--- config.mk ---
export PLATFORM = sky130hd
export DESIGN_NAME = synth_param_bank
export DESIGN_NICKNAME = d
export VERILOG_FILES = /design/src/rtl/synth_param_bank.sv
export SDC_FILE = /design/constraint.sdc
export NUM_CORES = 1
export LEC_CHECK = 0
export ABC_AREA = 0
export BUFFER_PORTS_ARGS = -buffer_cell sky130_fd_sc_hd__buf_2
export CAP_MARGIN = 20
export CORE_MARGIN = 5
export CORE_UTILIZATION = 51
export DETAILED_ROUTE_END_ITERATION = 16
export HOLD_SLACK_MARGIN = 0.15
export PLACE_DENSITY_LB_ADDON = 0.25
export SETUP_SLACK_MARGIN = 0.05
export SLEW_MARGIN = 10
export SYNTH_ARGS = -nofsm -noshare
export SYNTH_HDL_FRONTEND = slang
export SYNTH_SLANG_ARGS = --single-unit
--- constraint.sdc ---
create_clock -name clk -period 4.2 [get_ports clk]
set_input_delay 0.21 -clock clk [delete_from_list [all_inputs] [get_ports clk]]
set_output_delay 0.21 -clock clk [all_outputs]
set_load 0.01 [all_outputs]
--- src/rtl/synth_param_bank.sv ---
// -----------------------------------------------------------------------------
// synth_param_bank
// Bank of NUM_PARAMS user-adjustable synth settings (octave, volume, ADSR, ...).
// A selector picks one parameter; inc/dec levels apply one saturating step per
// press, then auto-repeat after HOLD_CYCLES, every REPEAT_CYCLES. A one-cycle
// load pulse writes a clamped value directly and wins over a same-cycle step.
//
// Ports:
//   clk        system clock
//   reset      synchronous, active-low reset
//   sel        index of the parameter to adjust / read back
//   inc, dec   level increment / decrement requests (both high = no request)
//   load       single-cycle pulse: write clamp(load_value) to param[sel]
//   load_value direct-load value
//   params     packed registered parameter values, param i at [i*WIDTH +: WIDTH]
//   sel_value  registered copy of params[sel] (0 when sel is out of range)
//   sel_valid  1 when sel < NUM_PARAMS
//   changed    one-cycle pulse when a write actually altered a value
//   at_limit   registered: params[sel] sits on its min or max bound
// -----------------------------------------------------------------------------
module synth_param_bank #(
  parameter int unsigned NUM_PARAMS    = 6,
  parameter int unsigned SEL_W         = 3,
  parameter int unsigned WIDTH         = 31,
  parameter int unsigned STEP          = 10,
  parameter int unsigned HOLD_CYCLES   = 25000000,
  parameter int unsigned REPEAT_CYCLES = 5000000,
  parameter logic [NUM_PARAMS*WIDTH-1:0] DEFAULTS = '0,
  parameter logic [NUM_PARAMS*WIDTH-1:0] MINS     = '0,
  parameter logic [NUM_PARAMS*WIDTH-1:0] MAXS     = '1
) (
  input  logic                        clk,
  input  logic                        reset,
  input  logic [SEL_W-1:0]            sel,
  input  logic                        inc,
  input  logic                        dec,
  input  logic                        load,
  input  logic [WIDTH-1:0]            load_value,
  output logic [NUM_PARAMS*WIDTH-1:0] params,
  output logic [WIDTH-1:0]            sel_value,
  output logic                        sel_valid,
  output logic                        changed,
  output logic                        at_limit
);

  localparam int unsigned IDX_W   = (NUM_PARAMS > 1) ? $clog2(NUM_PARAMS) : 1;
  localparam int unsigned CNT_MAX = (HOLD_CYCLES > REPEAT_CYCLES) ? HOLD_CYCLES : REPEAT_CYCLES;
  localparam int unsigned CNT_W   = (CNT_MAX > 1) ? $clog2(CNT_MAX) : 1;
  localparam logic [CNT_W-1:0] HOLD_LAST   = CNT_W'(HOLD_CYCLES - 1);
  localparam logic [CNT_W-1:0] REPEAT_LAST = CNT_W'(REPEAT_CYCLES - 1);
  localparam logic [WIDTH:0]   STEP_X      = (WIDTH+1)'(STEP);

  typedef enum logic [1:0] {ST_IDLE, ST_HOLD, ST_REPEAT, ST_WAIT_REL} state_t;
  typedef enum logic [1:0] {DIR_NONE, DIR_UP, DIR_DOWN} dir_t;

  // Unpacked views of the packed parameter vectors.
  logic [WIDTH-1:0] def_a [NUM_PARAMS];
  logic [WIDTH-1:0] min_a [NUM_PARAMS];
  logic [WIDTH-1:0] max_a [NUM_PARAMS];
  logic [WIDTH-1:0] val_q [NUM_PARAMS];

  for (genvar i = 0; i < NUM_PARAMS; i++) begin : g_unpack
    assign def_a[i] = DEFAULTS[i*WIDTH +: WIDTH];
    assign min_a[i] = MINS[i*WIDTH +: WIDTH];
    assign max_a[i] = MAXS[i*WIDTH +: WIDTH];
    assign params[i*WIDTH +: WIDTH] = val_q[i];
  end

  state_t           state_q;
  dir_t             dir_q;
  logic [SEL_W-1:0] sel_q;
  logic [CNT_W-1:0] cnt_q;

  dir_t             dir;
  logic [IDX_W-1:0] sel_idx;
  logic [WIDTH-1:0] cur, lo, hi;
  logic [WIDTH-1:0] step_val, load_val, new_val;
  logic [WIDTH:0]   up_x, floor_x;
  logic [CNT_W-1:0] cnt_last;
  logic             same_press, step_fire, write_en;

  assign sel_valid = (32'(sel) < NUM_PARAMS);
  // Out-of-range selectors are folded onto index 0; every use is gated by sel_valid.
  assign sel_idx   = sel_valid ? IDX_W'(sel) : '0;
  assign cur       = val_q[sel_idx];
  assign lo        = min_a[sel_idx];
  assign hi        = max_a[sel_idx];

  assign same_press = (dir == dir_q) && (sel == sel_q);
  assign cnt_last   = (state_q == ST_HOLD) ? HOLD_LAST : REPEAT_LAST;

  // NOTE: every signal assigned in an always_comb gets a default first so no
  // path leaves it unassigned and a latch is never inferred.
  always_comb begin
    dir       = DIR_NONE;
    step_fire = 1'b0;
    if (inc && !dec)      dir = DIR_UP;
    else if (dec && !inc) dir = DIR_DOWN;

    unique case (state_q)
      ST_IDLE:   step_fire = (dir != DIR_NONE);
      ST_HOLD,
      ST_REPEAT: step_fire = same_press && (cnt_q == cnt_last);
      default:   step_fire = 1'b0;
    endcase
  end

  // Saturating step arithmetic, one bit wider than the value so it never wraps.
  always_comb begin
    up_x    = {1'b0, cur} + STEP_X;
    floor_x = {1'b0, lo} + STEP_X;
    if (dir == DIR_UP) step_val = (up_x > {1'b0, hi}) ? hi : up_x[WIDTH-1:0];
    else               step_val = ({1'b0, cur} < floor_x) ? lo : (cur - STEP_X[WIDTH-1:0]);

    if (load_value < lo)      load_val = lo;
    else if (load_value > hi) load_val = hi;
    else                      load_val = load_value;

    // Load wins: a step requested in the same cycle is dropped.
    new_val  = load ? load_val : step_val;
    write_en = sel_valid && (load || step_fire);
  end

  // NOTE: sequential state uses non-blocking assignments so every register
  // samples pre-edge values, independent of statement order.
  // NOTE: the value bank is reset deliberately: each parameter must come up at
  // its own default, so it cannot be left to power-up contents.
  always_ff @(posedge clk) begin
    if (!reset) begin
      for (int i = 0; i < NUM_PARAMS; i++) val_q[i] <= def_a[i];
      changed   <= 1'b0;
      sel_value <= sel_valid ? def_a[sel_idx] : '0;
      at_limit  <= sel_valid && ((def_a[sel_idx] == lo) || (def_a[sel_idx] == hi));
    end else begin
      if (write_en) val_q[sel_idx] <= new_val;
      changed   <= write_en && (new_val != cur);
      sel_value <= sel_valid ? cur : '0;
      at_limit  <= sel_valid && ((cur == lo) || (cur == hi));
    end
  end

  // Press tracking. Load never touches this machine; steps are decided above
  // from the same state so the two always agree on when a step happens.
  always_ff @(posedge clk) begin
    if (!reset) begin
      state_q <= ST_IDLE;
      dir_q   <= DIR_NONE;
      sel_q   <= '0;
      cnt_q   <= '0;
    end else begin
      unique case (state_q)
        ST_IDLE: begin
          if (dir != DIR_NONE) begin
            state_q <= ST_HOLD;
            dir_q   <= dir;
            sel_q   <= sel;
            cnt_q   <= '0;
          end
        end
        ST_HOLD, ST_REPEAT: begin
          // Release, reversal or both-pressed ends the press; a reversal is
          // picked up as a fresh press from IDLE on the next cycle.
          if (dir != dir_q)      state_q <= ST_IDLE;
          else if (sel != sel_q) state_q <= ST_WAIT_REL;
          else if (cnt_q == cnt_last) begin
            state_q <= ST_REPEAT;
            cnt_q   <= '0;
          end else begin
            cnt_q <= cnt_q + CNT_W'(1);
          end
        end
        ST_WAIT_REL: if (dir == DIR_NONE) state_q <= ST_IDLE;
        default:     state_q <= ST_IDLE;
      endcase
    end
  end

endmodule
==> out/metrics.cfg <==
[synthesis]
synth_area_um2 = 14190
synth_warnings = 0
syn_area_per_cell_um2 = 10.11
netlist_instances = 1404
ys_seq_elements = 251
synth.distinct_cells = 90
ys_async_sr_fraction_pct = 0
syn_nets = 1451
ys.flop_type = edfxtp_1
synth-seq-area-share_pct = 48.54
synth-edff-count = 186

[power_and_ir_drop]
power.density_nw_per_um2 = 390.7
ir_worst_vdd_uv = 387.1
leakagePower_uw = 0.007711
p_total_uw = 7066

[floorplanning]
die_h_um = 176.8
die-area_um2 = 31260
rows = 61
fp.dieW_um = 176.8
coreArea_um2 = 27630
start_util_pct = 51.35
io_pins = 259

[drt]
wl_per_cell_um = 26.76
drc = 0
drt_wl_total_um = 59060
vias_per_cell = 6.238
ant_nets = 0
dr.pass1.iters = 6
drt_iter0_drc = 1913
route.vias.total = 13770

[placement]
dp_hpwl_um = 45920
io_buffers = 258
gp_congestion = 1.063
placed_cell_area_um2 = 17190

[setup_path]
worst_ep_arrival_time_ps = 4290
critPathSlowestCell = mux4_2
critPathRequiredTime_ps = 4500
end_kind = flop
critPathLaunchType = flop
cpPeakStageDelay_ps = 560
reg2reg_slack_ps = 210
path_max_fanout = 8
setup.worst_path.class = flop to flop
crit_top_cell = buf_4
crit_chain = mux2_1 -> mux4_2 -> or3_1 -> nor4_4 -> buf_4 -> and3_1 -> nand2_1 -> buf_4 -> a21oi_1 -> a211oi_1 -> a21oi_1 -> buf_4 -> nand2b_1 -> nor2_1

[finish]
n_fill_cell = 2312
nets = 1855
syn_to_final_growth_pct = 27.46
drive_gt1_share_pct = 32.44
fin_area_um2 = 18080

[sta]
slew-limit-headroom_pct = 46.96
slew_viol_final = 0
hold_violations = 0
setup_tns_ps = 0
rsz0062_at_grt = no
fin_skew_ps = 13.98
fin_crit_sh_pct = 95.10
post-route-min-period_ps = 3994
setup_viol = 0
clock.fmax_ghz = 0.2504
worst_pin_slew_ps = 795.6

[grt]
antenna_found_initial = 0
grt_max_degree = 37
grt_pass1_wl_um = 85770
grt_overflow = 0
track_usage_pct = 36.73
grt_pass1_vias = 13220

[clock_tree]
htree_levels = 1
cts_buffers = 26
cts-root-buf = clkbuf_16
cts.reportedPaths.clkPinSlew_ps = 60
clk_latency_ps = 570
cts_tree = yes
cts_buffer_depth = 3
cts_sinks = 251
cts_resized = 0

[job]
cap_violations = 0

[status]
outcome = finished clean

[worst_hold_path]
min_path_type = input port to flop

## layer usage
metal	track usage [%]	up-vias	part of all wire, %
li1	-	5943	-
met2	55.64	1013	44
met1	53.35	6685	40
met4	10.77	0	3.4
met5	0	-	0
met3	8.032	126	13
## cells by family after synthesis
| family | after synthesis | share of synthesized area [%] |
|---|---|---|
| xor gates and xnor gates | 80 | 4.938 |
| adders and majority gates | 8 | 0.7055 |
| and+or+nand+nor | 559 | 19.38 |
| buffers and inverters | 147 | 4.480 |
| AOI/OAI and AO/OA | 240 | 12.07 |
| DFF | 251 | 48.54 |
| muxes | 119 | 9.885 |
## metrics by stage
| stage | cells | worst slack, ps | utilization [%] | hold slack (ps) |
|---|---|---|---|---|
| after global placement | 2156 | 95.52 | 62.22 | 464.9 |
| after global routing | 2206 | 65.74 | 65.45 | 230.0 |
| final | 2207 | 206.0 | 65.46 | 178.1 |
| after detailed placement | 2156 | 84.52 | 62.22 | 478.9 |
| after CTS | 2206 | 299.9 | 65.45 | 168.9 |
| after floorplan | 1404 | 157.6 | - | 453.5 |
## registers in the layout (all words and copies together), names as in the netlist
register,flops
val_q,186
sel_value,31
cnt_q,25
sel_q,3
dir_q,2
state_q,2
at_limit,1
changed,1
## final cells by class
type / count / area [um^2] / area share (%)
sequential: 251 / 6887 / 38.08
timing repair buffer: 475 / 2990 / 16.54
clock buffer: 29 / 661.9 / 3.660
clock inverter: 19 / 210.2 / 1.162
multi-input combinational: 1006 / 6680 / 36.94
inverter: 48 / 180.2 / 0.9963
antenna: 1 / 2.502 / 0.01384
tap: 378 / 473.0 / 2.615
## cell usage in the layout (no fill, tap or decap), drive strengths merged, types with 26 or more instances in the layout
cell type and instances:
nand2 68, xnor2 48, o22ai 26, xor2 32, nor3 37, a21oi 43
clkbuf 29, nor2 256, edfxtp 186, mux2 36, buf 473, dfxtp 65
o21ai 31, nand2b 28, nand3 32, mux2i 70, inv 46
## worst max-delay path, delay by kind of cell, from the launching register on
| kind | cells | cell delay (ps) |
|---|---|---|
| simple gates | 6 | 1300 |
| compound gates | 3 | 500 |
| buf+inv | 3 | 590 |
| mux | 2 | 890 |
| flops | 1 | 430 |
## power breakdown
part / switching (uW) / internal (uW)
clock network: 994 / 1380
logic: 1100 / 667
registers: 102 / 2830
total: 2190 / 4870
## cell usage after synthesis, drive strengths merged (14+ instances only)
master	number	share of area (%)
nor3	37	1.3
o21ai	31	1.1
xor2	32	2.0
xnor2	48	3.0
nand4	21	0.97
nand2	68	1.8
a21oi	43	1.5
nor2	256	6.8
nand2b	28	1.2
nor2b	15	0.66
clkbuf	74	2.0
nand3	32	1.1
or2	24	1.1
nor4	20	1.3
o22ai	26	1.1
dfxtp	65	9.2
buf	25	1.3
a22oi	16	0.85
inv	46	1.2
a31oi	14	0.62
mux2	36	2.9
mux2i	70	4.9
edfxtp	186	39
o211ai	18	0.99
## timing repair
action | in CTS | in global routing
hold endpoints to repair | 9 | 0
hold buffers | 2 | 0
setup buffers | 0 | 0
## final timing paths
path | startpoint | endpoint | depth (start not counted)
setup reg to reg | val_q[3][16] | val_q[0][28] | 14
setup / recovery | val_q[3][16] | val_q[0][28] | 14
hold / removal | inc | dir_q[1] | 5
hold reg to reg | cnt_q[1] | cnt_q[1] | 2
No activity file was read; power rests on OpenSTA's default activity.
